==> config.mk <==
export PLATFORM = sky130hd
export DESIGN_NAME = ps2_key_decoder_flat
export DESIGN_NICKNAME = d
export VERILOG_FILES = /design/src/rtl/ps2_key_decoder_if.sv /design/src/rtl/ps2_key_decoder.sv /design/src/flat_wrapper.sv
export SDC_FILE = /design/constraint.sdc
export NUM_CORES = 1
export LEC_CHECK = 0
export ABC_CLOCK_PERIOD_IN_PS = 3400
export CORE_MARGIN = 3
export CORE_UTILIZATION = 55
export CTS_CLUSTER_SIZE = 14
export DETAILED_ROUTE_END_ITERATION = 10
export PLACE_DENSITY = 0.73
export SYNTH_ARGS = -nofsm -noshare
export SYNTH_HDL_FRONTEND = slang
export SYNTH_SLANG_ARGS = --single-unit
export TNS_END_PERCENT = 30
==> constraint.sdc <==
create_clock -name CLOCK_50 -period 3.4 [get_ports CLOCK_50]
set_input_delay 0.85 -clock CLOCK_50 [delete_from_list [all_inputs] [get_ports CLOCK_50]]
set_output_delay 0.85 -clock CLOCK_50 [all_outputs]
set_load 0.01 [all_outputs]
==> src/rtl/ps2_key_decoder_if.sv <==
// rtl/ps2_key_decoder_if.sv - scancode byte stream in, key events and held mask out
interface ps2_key_decoder_if #(
    parameter int NUM_KEYS = 8,
    parameter int IDX_W    = (NUM_KEYS > 1) ? $clog2(NUM_KEYS) : 1
);
    logic [7:0]          ps2_key_data;
    logic                ps2_key_pressed;
    logic                clear_all;
    logic [NUM_KEYS-1:0] key_held;
    logic                event_valid;
    logic                event_release;
    logic                event_repeat;
    logic [IDX_W-1:0]    event_index;
    logic                proto_err;

    modport master (
        output ps2_key_data, ps2_key_pressed, clear_all,
        input  key_held, event_valid, event_release, event_repeat, event_index, proto_err
    );

    modport slave (
        input  ps2_key_data, ps2_key_pressed, clear_all,
        output key_held, event_valid, event_release, event_repeat, event_index, proto_err
    );
endinterface

==> src/rtl/ps2_key_decoder.sv <==
// rtl/ps2_key_decoder.sv - PS/2 set-2 scancode decoder with table lookup and held-key tracking
module ps2_key_decoder #(
    parameter int                  NUM_KEYS       = 8,
    parameter logic [8*NUM_KEYS-1:0] KEY_CODES    = {8'h29, 8'h6C, 8'h69, 8'h14, 8'h74, 8'h6B, 8'h72, 8'h75},
    parameter logic [NUM_KEYS-1:0] KEY_EXT        = 8'b0111_1111,
    parameter bit                  REPORT_REPEAT  = 1'b0,
    parameter int                  TIMEOUT_CYCLES = 150000
) (
    input  logic               CLOCK_50,
    input  logic               reset,
    ps2_key_decoder_if.slave   bus
);
    localparam int IDX_W = (NUM_KEYS > 1) ? $clog2(NUM_KEYS) : 1;
    localparam int CW    = $clog2(TIMEOUT_CYCLES + 1);
    localparam logic [CW-1:0] TO_VAL = CW'(TIMEOUT_CYCLES);

    typedef enum logic [2:0] {
        S_IDLE,
        S_EXT,
        S_BRK,
        S_EXT_BRK,
        S_PAUSE
    } state_t;

    state_t              state, state_nx;
    logic [2:0]          skip, skip_nx;
    logic [CW-1:0]       cnt, cnt_nx, cnt_inc;
    logic [NUM_KEYS-1:0] held, held_nx;
    logic                ev_valid, ev_valid_nx;
    logic                ev_rel, ev_rel_nx;
    logic                ev_rep, ev_rep_nx;
    logic [IDX_W-1:0]    ev_idx, ev_idx_nx;
    logic                perr, perr_nx;

    logic                ext_mode;
    logic                hit;
    logic [IDX_W-1:0]    hit_idx;
    logic                do_make, do_brk;
    logic [7:0]          b;

    assign b        = bus.ps2_key_data;
    assign ext_mode = (state == S_EXT) || (state == S_EXT_BRK);
    assign cnt_inc  = cnt + CW'(1);

    // Descending scan so the lowest matching index is the one left standing.
    always_comb begin
        hit     = 1'b0;
        hit_idx = '0;
        for (int i = NUM_KEYS - 1; i >= 0; i--) begin
            if (KEY_CODES[8*i +: 8] == b && KEY_EXT[i] == ext_mode) begin
                hit     = 1'b1;
                hit_idx = IDX_W'(i);
            end
        end
    end

    always_comb begin
        state_nx    = state;
        skip_nx     = skip;
        cnt_nx      = cnt;
        held_nx     = held;
        ev_valid_nx = 1'b0;
        ev_rel_nx   = 1'b0;
        ev_rep_nx   = 1'b0;
        ev_idx_nx   = '0;
        perr_nx     = 1'b0;
        do_make     = 1'b0;
        do_brk      = 1'b0;

        if (bus.clear_all) begin
            held_nx  = '0;
            state_nx = S_IDLE;
            skip_nx  = '0;
            cnt_nx   = '0;
        end else if (bus.ps2_key_pressed) begin
            cnt_nx = '0;
            if (state != S_PAUSE && b == 8'hAA) begin
                held_nx  = '0;
                state_nx = S_IDLE;
            end else if (state != S_PAUSE && (b == 8'h00 || b == 8'hFF)) begin
                held_nx  = '0;
                perr_nx  = 1'b1;
                state_nx = S_IDLE;
            end else begin
                case (state)
                    S_IDLE: begin
                        if (b == 8'hE0)      state_nx = S_EXT;
                        else if (b == 8'hF0) state_nx = S_BRK;
                        else if (b == 8'hE1) begin
                            state_nx = S_PAUSE;
                            skip_nx  = 3'd7;
                        end else if (b != 8'hFA && b != 8'hEE) do_make = 1'b1;
                    end
                    S_EXT: begin
                        if (b == 8'hF0)      state_nx = S_EXT_BRK;
                        else if (b != 8'hE0) begin
                            state_nx = S_IDLE;
                            do_make  = (b != 8'h12) && (b != 8'h59);
                        end
                    end
                    S_BRK: begin
                        if (b != 8'hF0) begin
                            state_nx = S_IDLE;
                            do_brk   = 1'b1;
                        end
                    end
                    S_EXT_BRK: begin
                        if (b != 8'hF0) begin
                            state_nx = S_IDLE;
                            do_brk   = (b != 8'h12) && (b != 8'h59);
                        end
                    end
                    S_PAUSE: begin
                        skip_nx = skip - 3'd1;
                        if (skip == 3'd1) state_nx = S_IDLE;
                    end
                    default: state_nx = S_IDLE;
                endcase
            end

            if (do_make && hit) begin
                if (!held[hit_idx]) begin
                    held_nx[hit_idx] = 1'b1;
                    ev_valid_nx      = 1'b1;
                    ev_idx_nx        = hit_idx;
                end else if (REPORT_REPEAT) begin
                    ev_valid_nx = 1'b1;
                    ev_rep_nx   = 1'b1;
                    ev_idx_nx   = hit_idx;
                end
            end
            if (do_brk && hit && held[hit_idx]) begin
                held_nx[hit_idx] = 1'b0;
                ev_valid_nx      = 1'b1;
                ev_rel_nx        = 1'b1;
                ev_idx_nx        = hit_idx;
            end
        end else if (state != S_IDLE) begin
            // A stalled prefix is abandoned; held keys survive because their breaks may still come.
            if (cnt_inc == TO_VAL) begin
                state_nx = S_IDLE;
                skip_nx  = '0;
                cnt_nx   = '0;
                perr_nx  = 1'b1;
            end else begin
                cnt_nx = cnt_inc;
            end
        end else begin
            cnt_nx = '0;
        end
    end

    always_ff @(posedge CLOCK_50 or posedge reset) begin
        if (reset) begin
            state    <= S_IDLE;
            skip     <= '0;
            cnt      <= '0;
            held     <= '0;
            ev_valid <= 1'b0;
            ev_rel   <= 1'b0;
            ev_rep   <= 1'b0;
            ev_idx   <= '0;
            perr     <= 1'b0;
        end else begin
            state    <= state_nx;
            skip     <= skip_nx;
            cnt      <= cnt_nx;
            held     <= held_nx;
            ev_valid <= ev_valid_nx;
            ev_rel   <= ev_rel_nx;
            ev_rep   <= ev_rep_nx;
            ev_idx   <= ev_idx_nx;
            perr     <= perr_nx;
        end
    end

    assign bus.key_held      = held;
    assign bus.event_valid   = ev_valid;
    assign bus.event_release = ev_rel;
    assign bus.event_repeat  = ev_rep;
    assign bus.event_index   = ev_idx;
    assign bus.proto_err     = perr;
endmodule

==> src/flat_wrapper.sv <==
// flat-port wrapper written by rule: the top's interface ports become plain ports
module ps2_key_decoder_flat 
#(
    parameter int                  NUM_KEYS       = 8,
    parameter logic [8*NUM_KEYS-1:0] KEY_CODES    = {8'h29, 8'h6C, 8'h69, 8'h14, 8'h74, 8'h6B, 8'h72, 8'h75},
    parameter logic [NUM_KEYS-1:0] KEY_EXT        = 8'b0111_1111,
    parameter bit                  REPORT_REPEAT  = 1'b0,
    parameter int                  TIMEOUT_CYCLES = 150000
)
  (CLOCK_50, reset, bus_ps2_key_data, bus_ps2_key_pressed, bus_clear_all, bus_key_held, bus_event_valid, bus_event_release, bus_event_repeat, bus_event_index, bus_proto_err);
  ps2_key_decoder_if #(.NUM_KEYS(NUM_KEYS)) bus_i ();
  input  logic CLOCK_50;
  input  logic reset;
  input wire logic [$bits(bus_i.ps2_key_data)-1:0] bus_ps2_key_data;
  input wire logic [$bits(bus_i.ps2_key_pressed)-1:0] bus_ps2_key_pressed;
  input wire logic [$bits(bus_i.clear_all)-1:0] bus_clear_all;
  output wire logic [$bits(bus_i.key_held)-1:0] bus_key_held;
  output wire logic [$bits(bus_i.event_valid)-1:0] bus_event_valid;
  output wire logic [$bits(bus_i.event_release)-1:0] bus_event_release;
  output wire logic [$bits(bus_i.event_repeat)-1:0] bus_event_repeat;
  output wire logic [$bits(bus_i.event_index)-1:0] bus_event_index;
  output wire logic [$bits(bus_i.proto_err)-1:0] bus_proto_err;
  assign bus_i.ps2_key_data = bus_ps2_key_data;
  assign bus_i.ps2_key_pressed = bus_ps2_key_pressed;
  assign bus_i.clear_all = bus_clear_all;
  assign bus_key_held = bus_i.key_held;
  assign bus_event_valid = bus_i.event_valid;
  assign bus_event_release = bus_i.event_release;
  assign bus_event_repeat = bus_i.event_repeat;
  assign bus_event_index = bus_i.event_index;
  assign bus_proto_err = bus_i.proto_err;
  ps2_key_decoder #(.NUM_KEYS(NUM_KEYS), .KEY_CODES(KEY_CODES), .KEY_EXT(KEY_EXT), .REPORT_REPEAT(REPORT_REPEAT), .TIMEOUT_CYCLES(TIMEOUT_CYCLES)) u_core (.CLOCK_50(CLOCK_50), .reset(reset), .bus(bus_i));
endmodule
* Yosys cells after proc, flatten, opt, wreduce, memory -nomap -nowiden
Cells that the tools add are included.
Cells by class: $add $sub $neg 2, $mul 0, divide/modulo/power cells 0, order comparisons 2, equal/unequal tests 36, shifts and indexed selects 0, mux-type cells 94, bitwise gates (word level) 4, reductions and logical operators 27
Operator list (count):
- $mux W3 | 33
- $mux W8 | 11
- $mux W18 | 4
- $eq A7 B8 Y1 const A | 6
- $eq A8 B8 Y1 const B | 5
- $mux W1 | 40
- $ne A8 B8 Y1 const B | 4
- $add A18 B1 Y18 const B | 1
- $eq A18 B18 Y1 const B | 1
- $logic_and A1 B1 Y1 | 16
- $pmux W3 S4 | 1
- $ne A3 B3 Y1 const B | 3
- $reduce_bool A3 Y1 | 3
- $and A8 B8 Y8 | 1
- $eq A5 B8 Y1 const A | 1
- $eq A6 B8 Y1 const A | 1
- $logic_not A8 Y1 | 1
- $ne A4 B4 Y1 const B | 2
- $ne A8 B3 Y1 const B | 1
- $ne A8 B5 Y1 const B | 1
- $ne A8 B7 Y1 const B | 1
- $not A8 Y8 | 1
- $or A8 B8 Y8 | 1
- $reduce_and A8 Y1 | 1
- other kinds (21) | 25
Storage, ports and cells: register bits 38, bits in latches 0, bits in writable memories 0, memory bits (read-only) 0, input port bits 12, output and inout bits 15, word-level logic and storage cells 173, memories 0

* Longest topological paths before layout
depth in word-level cells 25, depth in mapped cells 10, gate-level depth less buffers 9

* Least setup slack after synthesis
OpenSTA, ideal clock, no wires.
kind input to register, start point input bus_ps2_key_data[4], end point register u_core.held[5], in the netlist u_core.bus.key_held[5], library setup time 0.150 ns, arrival time 2.857 ns, required time 3.250 ns, slack 0.394 ns, stages on the path 8, buffers on the path 1, cell sequence buf_4 > or3b_1 > nor4_1 > o21ai_0 > mux2i_2 > o31ai_1 > nor3_1 > a211oi_1
On the way: longest elaborated chain between the ends 23, elaborated cells between the ends (all ways) 91, classes of those cells order compare: 2; eq/ne: 19; mux: 49; bitwise: 3; reduce/logical: 18
Ends and longest elaborated chain:
- start, declared | RTL line flat_wrapper.sv:14 | input wire logic [$bits(bus_i.ps2_key_data)-1:0] bus_ps2_key_data;
- $eq A6 B8 Y1 | RTL line ps2_key_decoder.sv:50 | if (KEY_CODES[8*i +: 8] == b && KEY_EXT[i] == ext_mode) begin
- $logic_and A1 B1 Y1 | RTL line ps2_key_decoder.sv:50
- $mux W3 (8 in series) | RTL line ps2_key_decoder.sv:50
- $lt A3 B4 Y1 (implied by the code) / $ge A3 B1 Y1 (equally long branches) | RTL line ps2_key_decoder.sv:123, ps2_key_decoder.sv:133
- $logic_and A1 B1 Y1 (implied by the code) | RTL line ps2_key_decoder.sv:123, ps2_key_decoder.sv:133
- $mux W1 (implied by the code) | RTL line ps2_key_decoder.sv:123, ps2_key_decoder.sv:133
- $demux W1 S3
- $or A8 B8 Y8 (no source line)
- $mux W8 | RTL line ps2_key_decoder.sv:122 | if (!held[hit_idx]) begin
- $mux W8 | RTL line ps2_key_decoder.sv:121 | if (do_make && hit) begin
- $mux W8 | RTL line ps2_key_decoder.sv:75 | end else if (bus.ps2_key_pressed) begin
- $mux W8 | RTL line ps2_key_decoder.sv:70 | if (bus.clear_all) begin
- $and A8 B8 Y8 (no source line)
- $mux W8 * | RTL line ps2_key_decoder.sv:132 | if (do_brk && hit && held[hit_idx]) begin
- $mux W8 * | RTL line ps2_key_decoder.sv:75
- $mux W8 * | RTL line ps2_key_decoder.sv:70
- end signal, assigned | RTL line ps2_key_decoder.sv:168 | held <= held_nx;
- end, declared | RTL line ps2_key_decoder.sv:28 | logic [NUM_KEYS-1:0] held, held_nx;
Every way passes the cells marked *; elsewhere a longest branch is shown, timed or not. The select of a mux whose other input is x is not followed. A chain may end at the register's enable or synchronous reset.

* Worst setup path in the final report
start point input bus_ps2_key_data[3], end point register u_core.held[2], in the netlist u_core.bus.key_held[2]
The elaborated chain is that of the path after synthesis.

==> key figures <==
Outcome
  – Status: finished clean

Worst hold path
  – Hold path cells: 1
  – Hold Path Origin: u_core.skip[1]
  – Worst Hold Class: reg2reg
  – Hold Path End: u_core.skip[1]

STA
  – Slew Limit Fails: 0
  – Relative slew slack: about 54%
  – Fin crit share: roughly 97%
  – Fmax: a little over 300 MHz
  – RSZ-0062 raised after global routing: true
  – Tmin final: about 3300 ps
  – Worst-Margin Slew: 686 ps
  – Skew final: approximately 2.8 ps
  – Final-report setup violation count: 0
  – Hold Vio Cnt, Final: 0

Drt
  – DR WL/cell: between 15 and 20 µm
  – Vias: between 2k and 3k
  – # DRC: 0
  – Pre-antenna DRT Iters: 5
  – Vias/cell: roughly 6.2
  – Starting DRT DRC Count: about 210
  – Routed Antenna Nets: 0
  – Post-Route WL: roughly 7400 µm

Synth
  – Synth cell types: 70
  – Ys async rst share: between 90% and 100%
  – Synth Instances: about 340
  – Proportion of synthesized area in mux cells: less than 1%
  – Synth Area in XOR/XNOR: ~5.2%
  – Post-synthesis simple-gate area fraction: between 30% and 40%
  – Avg Synthesized Cell Area: 8.39 µm²
  – Post-synth EDFFs: 0
  – Main combinational cell family by area after synthesis: simple AND/OR/NAND/NOR gates
  – Synth Net Count: between 300 and 400
  – Mapped Area: 0.00284 mm²
  – Seq/Total Area, Yosys: ~33%
  – Yosys top cell by area: dfrtp_1
  – Ranking of synthesized cells by area: dfrtp_1 33%, nor2_1 5.0%, nand2_1 3.3%
  – Adder-cell share of the synthesized area: ~1.3%
  – Synth Flop Type: dfrtp_1
  – Yosys warns: 0
  – Yosys reg bits: 38
  – Post-synth top area share: approximately 33%
  – Complex-gate fraction of the synthesized area: around 20%

Global route
  – Largest net degree at the start of global routing: 39
  – Vias in the first global route: between 2k and 3k
  – GRT Util Overall: a little over a quarter
  – Global-route wire length before repair: between 10000 and 15000 µm
  – Total gr overflow: 0
  – Initial antenna violation count: 0

Critical path
  – Arr. time, crit path: roughly 3500 ps
  – R2r endpoint: u_core.skip[1]
  – Startpoint types: primary input
  – Critical path type: in2reg
  – CP startpoint: bus_ps2_key_data[3]
  – Crit path required time: 3610 ps
  – Worst-path fanout max: 5
  – R2R Setup Slk: 470 ps
  – Worst Reg-to-Reg Cells: 8
  – FF-to-FF Start: u_core.cnt[0]
  – Setup crit end kind: register

Layout
  – Share of cells above drive strength 1: a little under a fifth
  – Commonest non-fill, non-tap cell in the layout: buf_4
  – Fin area: 0.00361 mm²
  – Most frequent cells in the layout: 49 x buf_4, 38 x nor2_1, 38 x dfrtp_1
  – Final net count: about 420
  – # fillers: 364
  – Area delta synth->final: 26.9%
  – Diodes inserted: 0

Job
  – Max cap viols: 0

CTS
  – Clock transition at the registers of the reported paths: roughly 80 ps
  – Clock Path Buffers: 2
  – CTS Sinks: 38
  – Hold_buf cts: 0
  – CTS tree: done
  – H-tree depth reported by CTS: 2
  – Worst-Skew Late Latency: ~290 ps
  – Clk root buf: clkbuf_8
  – Num CTS Buffers: 5

Floorplan
  – Core area: roughly 0.0048 mm²
  – Chip height: 77.9 µm
  – Die area: a little over 0.006 mm²
  – Starting Density: 58.6%
  – Top-Level Pins: 27
  – Die Wd: around 78 µm
  – Rows: 25

Placed design
  – Post-detail-place hpwl: about 5700 µm
  – # port buffers: 25
  – Routability cong.: 0.928
  – Post-DP Area: around 0.0035 mm²

Power
  – Max IR drop VDD: 0.000221 V
  – Static leakage: 1.39 nW
  – Pwr Density: 291 mW/mm²
  – Total power: about 1.0 mW
==> cells by family (layout without fill, tap and decap cells) <==
logic type,count (synthesis),after routing
AND/OR/NAND/NOR,173,173
XOR/XNOR,17,17
multiplexers,2,2
other,1,1
buffers and inverters,25,89
adder cells (fa/ha/maj),3,3
AO/OA/AOI/OAI,80,80
flip-flops,38,38
==> how the worst max path moves through the flow <==
stage                                     end  slack [ps]  cells after the start
floorplan              u_core.bus.key_held[5]         390                      8
global placement       u_core.bus.key_held[4]        -200                      8
detailed placement     u_core.bus.key_held[4]        -200                      8
CTS                    u_core.bus.key_held[4]         120                      8
global route        u_core.bus.event_index[0]         -50                     10
finish                 u_core.bus.key_held[2]         120                      8
==> worst max-delay path, stage by stage <==
cell	delay, ps
clkdlybuf4s50_1	530
or3b_1	460
nor3_1	340
a2111oi_0	180
and3_4	240
or3_1	390
or3_1	350
a22oi_1	160
==> synthesized netlist by cell type (all sizes together) (8+ instances only) <==
master and number:
nand3 13, xnor2 8, and3 8, nor3 9
a21oi 11, nand2b 12, xor2 9, buf 10
or3 9, o21ai 15, clkbuf 8, nor4 13
nand2 25, dfrtp 38, nor2 38, a31oi 8
==> timing repair <==
action / CTS / global route
buffers inserted: 0 / 0
resized for setup: 0 / 2
endpoints found under the setup margin: 0 / 6
==> sequential cells by signal, summed over array words and instances, names as in the netlist <==
name / cells
u_core.cnt: 18
u_core.bus.key_held: 8
u_core.bus.event_index: 3
u_core.skip: 3
u_core.state: 3
u_core.bus.event_release: 1
u_core.bus.event_valid: 1
u_core.bus.proto_err: 1
==> stage by stage <==
stage / setup TNS, ps / instances / hold WS [ps] / utilization [%] / worst slack [ps]
after floorplan: 0 / 339 / 473 / - / 394
after global placement: -1230 / 462 / 486 / 71.3 / -204
after detailed placement: -1270 / 462 / 491 / 71.3 / -205
after CTS: 0 / 470 / 509 / 74.2 / 120
after global routing: -79.8 / 470 / 532 / 74.4 / -47.6
final: 0 / 470 / 503 / 74.4 / 115
==> layout make-up <==
cell class	instances	area, µm²	share of cell area [%]
inverters	7	26.3	0.728
clock buffers	6	82.6	2.29
clock inverters	2	60.1	1.66
flip-flops and latches	38	951	26.4
well taps	67	83.8	2.32
repair buffers	74	618	17.1
multi-input cells	276	1790	49.5
==> layer usage <==
layer | GRT usage [%] | vias up | wire, µm
met1 | 32.4 | 1381 | 3080
met5 | 0 | - | 0
met4 | 10.1 | 0 | 201
li1 | - | 1394 | -
met3 | 5.68 | 19 | 433
met2 | 44.9 | 98 | 3730
==> report_power, final <==
part | internal, mW | leakage, nW | switching [mW]
registers | 0.454 | 0.529 | 0.00275
logic | 0.0514 | 0.786 | 0.0635
clock network | 0.313 | 0.0714 | 0.164
(Power assumes the default switching activity.)
